`config.mk`:
```
export PLATFORM = sky130hd
export DESIGN_NAME = fir_requant_decim
export DESIGN_NICKNAME = d
export VERILOG_FILES = /design/src/rtl/fir_requant_decim.sv
export SDC_FILE = /design/constraint.sdc
export NUM_CORES = 1
export LEC_CHECK = 0
export CAP_MARGIN = 10
export CORE_MARGIN = 2
export CORE_UTILIZATION = 45
export CTS_CLUSTER_SIZE = 14
export DETAILED_ROUTE_END_ITERATION = 8
export PLACE_DENSITY = 0.65
export SYNTH_ARGS = -nofsm -noshare
export SYNTH_HDL_FRONTEND = slang
export SYNTH_SLANG_ARGS = --single-unit
export TNS_END_PERCENT = 10
```
`constraint.sdc`:
```
create_clock -name clk -period 3.4 [get_ports clk]
set_input_delay 0.34 -clock clk [delete_from_list [all_inputs] [get_ports clk]]
set_output_delay 0.34 -clock clk [all_outputs]
set_load 0.02 [all_outputs]
```
`src/rtl/fir_requant_decim.sv`:
```
// Requantizes the 32-bit FIR output stream to 16 bits (round-half-up, saturate),
// decimates it and presents kept samples through a first-word-fall-through FIFO.
module fir_requant_decim #(
  parameter int unsigned IN_W       = 32,
  parameter int unsigned OUT_W      = 16,
  parameter int unsigned SHIFT      = 15,
  parameter int unsigned DECIM      = 4,
  parameter int unsigned FIFO_DEPTH = 8
) (
  input  logic                          clk,
  input  logic                          rst,
  input  logic [IN_W-1:0]               in_data,
  input  logic                          in_valid,
  output logic [OUT_W-1:0]              out_data,
  output logic                          out_valid,
  input  logic                          out_ready,
  output logic [$clog2(FIFO_DEPTH):0]   fifo_level,
  output logic [15:0]                   sat_count,
  output logic                          drop
);

  localparam int unsigned PTR_W = $clog2(FIFO_DEPTH);
  localparam int unsigned LVL_W = PTR_W + 1;
  localparam int unsigned PH_W  = (DECIM > 1) ? $clog2(DECIM) : 1;
  localparam int unsigned EXT_W = IN_W + 1;

  localparam logic signed [EXT_W-1:0] RND = EXT_W'(1) << (SHIFT - 1);
  localparam logic signed [EXT_W-1:0] HI  = EXT_W'((64'd1 << (OUT_W - 1)) - 64'd1);
  localparam logic signed [EXT_W-1:0] LO  = ~HI;

  logic signed [EXT_W-1:0] ext;
  logic signed [EXT_W-1:0] rounded;
  logic signed [EXT_W-1:0] shifted;
  logic [OUT_W-1:0]        q;
  logic                    sat;
  logic                    keep;

  logic [PH_W-1:0]  phase;
  logic             s1_valid;
  logic             s1_keep;
  logic             s1_sat;
  logic [OUT_W-1:0] s1_data;

  logic [OUT_W-1:0] mem [FIFO_DEPTH];
  logic [PTR_W-1:0] wr_ptr;
  logic [PTR_W-1:0] rd_ptr;
  logic             full;
  logic             pop;
  logic             push;
  logic             kept_s1;

  // Round-half-up and clamp; one extra bit keeps the rounding add from overflowing
  always_comb begin
    ext     = $signed({in_data[IN_W-1], in_data});
    rounded = ext + RND;
    shifted = rounded >>> SHIFT;
    sat     = 1'b0;
    q       = OUT_W'(shifted);
    if (shifted > HI) begin
      q   = OUT_W'(HI);
      sat = 1'b1;
    end else if (shifted < LO) begin
      q   = OUT_W'(LO);
      sat = 1'b1;
    end
  end

  assign keep = (phase == '0);

  always_ff @(posedge clk or posedge rst) begin
    if (rst) begin
      phase <= '0;
    end else if (in_valid) begin
      phase <= (phase == PH_W'(DECIM - 1)) ? '0 : phase + PH_W'(1);
    end
  end

  always_ff @(posedge clk or posedge rst) begin
    if (rst) begin
      s1_valid <= 1'b0;
      s1_keep  <= 1'b0;
      s1_sat   <= 1'b0;
      s1_data  <= '0;
    end else begin
      s1_valid <= in_valid;
      s1_keep  <= keep;
      s1_sat   <= in_valid & sat;
      s1_data  <= q;
    end
  end

  // A full FIFO still accepts a write when the head leaves on the same edge
  assign out_valid = (fifo_level != '0);
  assign full      = (fifo_level == LVL_W'(FIFO_DEPTH));
  assign pop       = out_valid & out_ready;
  assign kept_s1   = s1_valid & s1_keep;
  assign push      = kept_s1 & (~full | pop);
  assign out_data  = out_valid ? mem[rd_ptr] : '0;

  always_ff @(posedge clk) begin
    if (push) begin
      mem[wr_ptr] <= s1_data;
    end
  end

  always_ff @(posedge clk or posedge rst) begin
    if (rst) begin
      wr_ptr     <= '0;
      rd_ptr     <= '0;
      fifo_level <= '0;
    end else begin
      if (push) wr_ptr <= wr_ptr + PTR_W'(1);
      if (pop)  rd_ptr <= rd_ptr + PTR_W'(1);
      if (push && !pop)      fifo_level <= fifo_level + LVL_W'(1);
      else if (pop && !push) fifo_level <= fifo_level - LVL_W'(1);
    end
  end

  always_ff @(posedge clk or posedge rst) begin
    if (rst) begin
      sat_count <= '0;
      drop      <= 1'b0;
    end else begin
      if (s1_valid && s1_sat && (sat_count != 16'hFFFF)) sat_count <= sat_count + 16'd1;
      if (kept_s1 && full && !pop) drop <= 1'b1;
    end
  end

endmodule

```
==> impl_metrics.env, run 1 <==
export IMPL_reg2regPathDepth=11
export IMPL_vias=4256
export IMPL_fp_row_count=47
export IMPL_die_h_um=133
export IMPL_finalSetupViolCount=0
export IMPL_postCtsSetupRepairBufs=0
export IMPL_drc=0
export IMPL_worst_pin_slew_ns=0.970
export IMPL_syn_inst=472
export IMPL_fin_area_um2=9070
export IMPL_hold_path_class="in -> async"
export IMPL_fmax_ghz=0.352
export IMPL_cts_resized=0
export IMPL_drive_gt1_share_pct=17.4
export IMPL_ys_flop_type="edfxtp_1"
export IMPL_grt_overflow=0
export IMPL_start_util_pct=45.6
export IMPL_crit_family="buffers and inverters"
export IMPL_peakVddDrop_mv=0.380
export IMPL_first_iter_violations=231
export IMPL_drt_antenna_violating_nets=0
export IMPL_place_area_um2=8440
export IMPL_wl_per_cell_um=18.5
export IMPL_totalWireLength_um=14400
export IMPL_fin_crit_sh_pct=83.5
export IMPL_leakagePower_uw=0.00319
export IMPL_grt_max_degree=49
export IMPL_outcome="finished, final reports clean"
export IMPL_critPathMaxStageDelay_ns=0.56
export IMPL_syn_cell_area_um2=7510
export IMPL_ys_seq_area_share_pct=67.2
export IMPL_critPathMaxFanout=20
export IMPL_clockBufferDepth=2
export IMPL_path_class="reg -> out"
export IMPL_numPortBuffers=59
export IMPL_area_growth_pct=20.8
export IMPL_path_cells="buf_4 > mux4_2 > mux2i_1 > nor2_1 > clkdlybuf4s50_1"
export IMPL_final_nets=592
export IMPL_min_period_ns=2.84
export IMPL_clk_latency_ns=0.43
export IMPL_first_global_vias=4341
export IMPL_async_reset_ff_share_pct=27.3
export IMPL_tns_ns=0
export IMPL_synth_edf_count=128
export IMPL_required_ns=3.06
export IMPL_cp_start_kind="register"
export IMPL_first_pass_iters=5
export IMPL_holdBufCountCts=0
export IMPL_r2r_start="fifo_level[0]$_DFFE_PP0P_"
export IMPL_maxCapViolCount=0
export IMPL_endpoint_kind="primary output"
export IMPL_dieArea_um2=17700
export IMPL_grt_pass1_wl_um=22900
export IMPL_timing_final_hold_violations=0
export IMPL_crit_buf_inv=2
export IMPL_cp_arrival_ns=2.50
export IMPL_grt_util_all_layers_pct=17.2
export IMPL_power_total_uw=7100
export IMPL_critPathSlowestCell="mux4_2"
export IMPL_antenna_cells=0
export IMPL_antenna_found_initial=0
export IMPL_clk_pin_slew_ns=0.07
export IMPL_skew_ns=0.00460
export IMPL_crit_start="rd_ptr[0]$_DFFE_PP0P_"
export IMPL_cp_depth=5
export IMPL_clock_sinks=176
export IMPL_syn_nets=518
export IMPL_numCtsBuffers=17
export IMPL_die_width_um=133
export IMPL_vias_per_cell=5.46
export IMPL_yosysWarnings=0
export IMPL_place_hpwl_um=9280
export IMPL_avgSynthCellArea_um2=15.9
export IMPL_drv_slew=0
export IMPL_cts_tree="built"
export IMPL_synth_distinct_cells=52
export IMPL_final_util_pct=55.1
export IMPL_rsz0062_at_grt="no"
export IMPL_p_per_area_nw_per_um2=783
export IMPL_cts_root_buf="clkbuf_16"
export IMPL_ys_seq_elements=176
export IMPL_max_slew_margin_pct=35.1
export IMPL_gp_congestion=0.913
export IMPL_htreeDepth=4
export IMPL_core_area_um2=16500
export IMPL_io_pins=74
-- cell type report --
type	count	area (µm²)
fill	1307	7400
sequential	176	5050
multi-input combinational	267	2370
timing repair buffer	75	711
clock buffer	17	425
tap	220	275
clock inverter	15	205
inverter	9	33.8
-- synthesized netlist by cell type (2+ instances only) --
master / count / area, µm²
a21oi_1: 15 / 75.1
a22oi_1: 2 / 15.0
a31oi_1: 3 / 18.8
and3_1: 7 / 43.8
and4_1: 5 / 43.8
and4_2: 2 / 20.0
buf_2: 4 / 20.0
clkbuf_1: 15 / 56.3
dfrtp_1: 48 / 1200
edfxtp_1: 128 / 3840
ha_1: 9 / 113
inv_1: 9 / 33.8
mux2_2: 4 / 45.0
mux2i_1: 17 / 170
mux4_2: 32 / 721
nand2_1: 20 / 75.1
nand2b_1: 3 / 18.8
nand3_1: 21 / 105
nand4_1: 8 / 50.1
nor2_1: 35 / 131
nor3_1: 7 / 35.0
nor4_1: 2 / 12.5
o21ai_0: 11 / 55.1
o21bai_1: 2 / 15.0
o41ai_1: 2 / 17.5
or3_1: 2 / 12.5
xnor2_1: 22 / 193
xor2_1: 13 / 114
-- metrics by stage --
step | worst slack, ns | std cells | hold slack (ns)
after global placement | 0.614 | 747 | 0.453
after global routing | 0.404 | 779 | 0.498
after CTS | 0.498 | 779 | 0.470
after detailed placement | 0.525 | 747 | 0.455
after floorplan | 0.614 | 472 | 0.371
final | 0.562 | 779 | 0.443
-- flip-flops by register name, summed over array words and instances (netlist names) --
signal	flops
drop	1
fifo_level	4
mem	128
phase	2
rd_ptr	3
s1_data	16
s1_keep	1
s1_sat	1
s1_valid	1
sat_count	16
wr_ptr	3
-- placed cells by master, fill, tap and decap left out, types with 7 or more instances in the layout --
cell | netlist | layout
nor2_1 | 35 | 35
xnor2_1 | 22 | 22
dfrtp_1 | 48 | 47
clkdlybuf4s50_1 | 0 | 59
edfxtp_1 | 128 | 128
clkbuf_16 | 0 | 17
nand2_1 | 20 | 20
and3_1 | 7 | 7
xor2_1 | 13 | 13
ha_1 | 9 | 9
nand4_1 | 8 | 8
mux2i_1 | 17 | 17
a21oi_1 | 15 | 15
o21ai_0 | 11 | 11
mux4_2 | 32 | 32
buf_4 | 0 | 16
inv_1 | 9 | 8
nand3_1 | 21 | 21
-- cell families (layout without fill, tap and decap cells) --
family	after synthesis	in the layout	synth area share, %
AO/OA/AOI/OAI	49	49	4.28
buffers and inverters	29	116	1.52
XOR/XNOR	36	36	4.30
multiplexers	53	53	12.5
adder cells (fa/ha/maj)	11	11	1.90
AND/OR/NAND/NOR	118	118	8.33
flip-flops	176	176	67.2
-- where the power goes --
part | switching [µW] | internal, µW
Combinational | 1120 | 1140
Clock | 838 | 1180
Sequential | 245 | 2580
Total | 2200 | 4900
-- worst paths after layout --
kind                                              to  slack (ns)
hold reg to reg                     drop$_DFFE_PP0P_        0.47
max in group asynchronous      rd_ptr[0]$_DFFE_PP0P_        2.32
hold / removal             fifo_level[0]$_DFFE_PP0P_        0.44
setup reg to reg           fifo_level[3]$_DFFE_PP0P_        0.89
setup / recovery                         out_data[2]        0.56
min in group clk                    drop$_DFFE_PP0P_        0.47
-- layer usage --
| layer | wire length, µm | track usage (%) | vias to the layer above |
|---|---|---|---|
| met5 | 0 | 0 | - |
| met4 | 254 | 7.03 | 0 |
| met3 | 644 | 3.54 | 18 |
| met2 | 7240 | 28.8 | 114 |
| met1 | 6280 | 22.2 | 2149 |
| li1 | - | - | 1975 |
(Power assumes the default switching activity.)
==> inputs of run 2 (changes only) <==
==> constraint.sdc (replaced) <==
create_clock -name clk -period 2.7 [get_ports clk]
set_input_delay 0.27 -clock clk [delete_from_list [all_inputs] [get_ports clk]]
set_output_delay 0.27 -clock clk [all_outputs]
set_load 0.02 [all_outputs]
==> run 2 against run 1 <==
Non-clock buffer count rose by 20. Global-route usage increased by 0.81 points. Largest cell class unchanged. Largest power group unchanged. First-iteration DRC count decreased by 9.1%. Clock-buffer cell count rose by 1.
==> impl_metrics.env, run 2 (synthesis gave the netlist of run 1 again) <==
export IMPL_min_period_ns=2.63
export IMPL_max_slew_margin_pct=31.0
export IMPL_drv_slew=0
export IMPL_reg_largest_list="mem x128, s1_data x16, sat_count x16"
export IMPL_io_pins=74
export IMPL_maxCapViolCount=0
export IMPL_holdBufCountCts=0
export IMPL_peakVddDrop_mv=0.484
export IMPL_area_growth_pct=22.5
export IMPL_fp_row_count=47
export IMPL_htreeDepth=4
export IMPL_timing_final_hold_violations=0
export IMPL_fin_crit_sh_pct=97.4
export IMPL_top_register="mem"
export IMPL_cp_start_kind="register"
export IMPL_final_util_pct=55.8
export IMPL_clk_latency_ns=0.42
export IMPL_outcome="finished, final reports clean"
export IMPL_critPathSlowestCell="dfrtp_4"
export IMPL_start_util_pct=45.6
export IMPL_clk_pin_slew_ns=0.06
export IMPL_place_hpwl_um=10000
export IMPL_skew_ns=0.00611
export IMPL_grt_util_all_layers_pct=18.0
export IMPL_holdWs_ns=0.231
export IMPL_totalWireLength_um=14700
export IMPL_path_cells="buf_4 > mux4_2 > mux2i_1 > nor2_1 > clkdlybuf4s50_1"
export IMPL_vias_per_cell=5.43
export IMPL_first_global_vias=4533
export IMPL_cp_arrival_ns=2.36
export IMPL_grt_overflow=0
export IMPL_numPortBuffers=59
export IMPL_gp_congestion=0.902
export IMPL_worst_pin_slew_ns=1.03
export IMPL_path_class="reg -> out"
export IMPL_drc=0
export IMPL_final_cell_mix="edfxtp_1 (128), dfrtp_1 (46), clkdlybuf4s50_1 (45)"
export IMPL_final_common_cell="edfxtp_1"
export IMPL_worst_slack_ns=0.0708
export IMPL_final_nets=612
export IMPL_crit_family="buffers and inverters"
export IMPL_antenna_found_initial=0
export IMPL_clock_sinks=176
export IMPL_drt_antenna_violating_nets=0
export IMPL_drive_gt1_share_pct=19.6
export IMPL_die_h_um=133
export IMPL_dieArea_um2=17700
export IMPL_fmax_ghz=0.380
export IMPL_largest_register_ffs=128
export IMPL_required_ns=2.43
export IMPL_critPathMaxFanout=10
export IMPL_crit_start="rd_ptr[0]$_DFFE_PP0P_"
export IMPL_place_inst=762
export IMPL_endpoint_kind="primary output"
export IMPL_p_per_area_nw_per_um2=958
export IMPL_leakagePower_uw=0.00331
export IMPL_critPathMaxStageDelay_ns=0.54
export IMPL_vias=4325
export IMPL_instances_no_fill=797
export IMPL_r2r_start="fifo_level[0]$_DFFE_PP0P_"
export IMPL_first_pass_iters=4
export IMPL_hold_path_class="in -> async"
export IMPL_first_iter_violations=210
export IMPL_finalSetupViolCount=0
export IMPL_wl_per_cell_um=18.5
export IMPL_pre_cts_ws_ns=0.00947
export IMPL_numCtsBuffers=17
export IMPL_cts_tree="built"
export IMPL_crit_buf_inv=2
export IMPL_grt_max_degree=29
export IMPL_cts_root_buf="clkbuf_16"
export IMPL_core_area_um2=16500
export IMPL_antenna_cells=0
export IMPL_die_width_um=133
export IMPL_rsz0062_at_grt="no"
export IMPL_grt_pass1_wl_um=24300
export IMPL_clockBufferDepth=2
run 2: cell types whose count changed in the layout (fill, tap and decap cells not counted), sizes merged:
| cell | before | now |
|---|---|---|
| buf | 16 | 36 |
| clkdlybuf4s50 | 59 | 45 |
| dlygate4sd2 | 0 | 12 |
| dlymetal6s2s | 0 | 2 |
| bufinv | 3 | 2 |
| clkbuf | 17 | 18 |
| clkinvlp | 3 | 2 |
| inv | 13 | 12 |
run 2: path summary, 6_finish.rpt:
kind	slack [ns]	to	cells after the start
max in group asynchronous	1.88	sat_count[8]$_DFFE_PP0P_	3
setup reg to reg	0.27	fifo_level[3]$_DFFE_PP0P_	11
setup / recovery	0.07	out_data[1]	5
hold reg to reg	0.49	sat_count[6]$_DFFE_PP0P_	1
min in group clk	0.45	s1_valid$_DFF_PP0_	1
hold / removal	0.23	phase[1]$_DFFE_PP0P_	2
run 2: final cells by class:
class                      count  area, µm²
tap                          220        275
clock inverter                12        138
timing repair buffer          95        901
sequential                   176       5050
fill                        1334       7270
clock buffer                  18        429
inverter                       9       33.8
multi-input combinational    267       2370
run 2: per-layer routing:
| metal | vias to the layer above | share of wire (%) | track usage (%) | wire length (µm) |
|---|---|---|---|---|
| met2 | 109 | 51 | 30.3 | 7550 |
| met1 | 2193 | 44 | 23.6 | 6420 |
| li1 | 2010 | - | - | - |
| met3 | 13 | 3.9 | 3.35 | 581 |
| met4 | 0 | 1.2 | 6.74 | 178 |
| met5 | - | 0 | 0 | 0 |
run 2: power breakdown:
group	leakage, µW	total (µW)	internal [µW]	switching [µW]
Combinational	0.00130	2860	1450	1410
Clock	0.000270	2350	1360	987
Sequential	0.00174	3600	3260	343
run 2: what timing repair did:
action	in CTS	in global routing
endpoints found under the setup margin	15	2
setup buffers	5	0
gates resized for setup	14	2
pin swaps	0	0
run 2: per-stage QoR:
step / power (µW) / area [µm²] / TNS [ns]
after detailed placement: 6640 / 8600 / 0
after floorplan: 5390 / 7520 / -0.0717
after global placement: 6540 / 8600 / 0
final: 8810 / 9190 / 0
after global routing: 9260 / 9190 / 0
after CTS: 8920 / 9190 / 0
==> inputs of run 3 (changes only) <==
--- a/config.mk
+++ b/config.mk
@@ -8,7 +8,6 @@
 export CAP_MARGIN = 10
 export CORE_MARGIN = 2
 export CORE_UTILIZATION = 45
-export CTS_CLUSTER_SIZE = 14
 export DETAILED_ROUTE_END_ITERATION = 8
 export PLACE_DENSITY = 0.65
 export SYNTH_ARGS = -nofsm -noshare
==> results of run 3 <==
The final DEF is identical to that of run 2; final timing and power are the same.
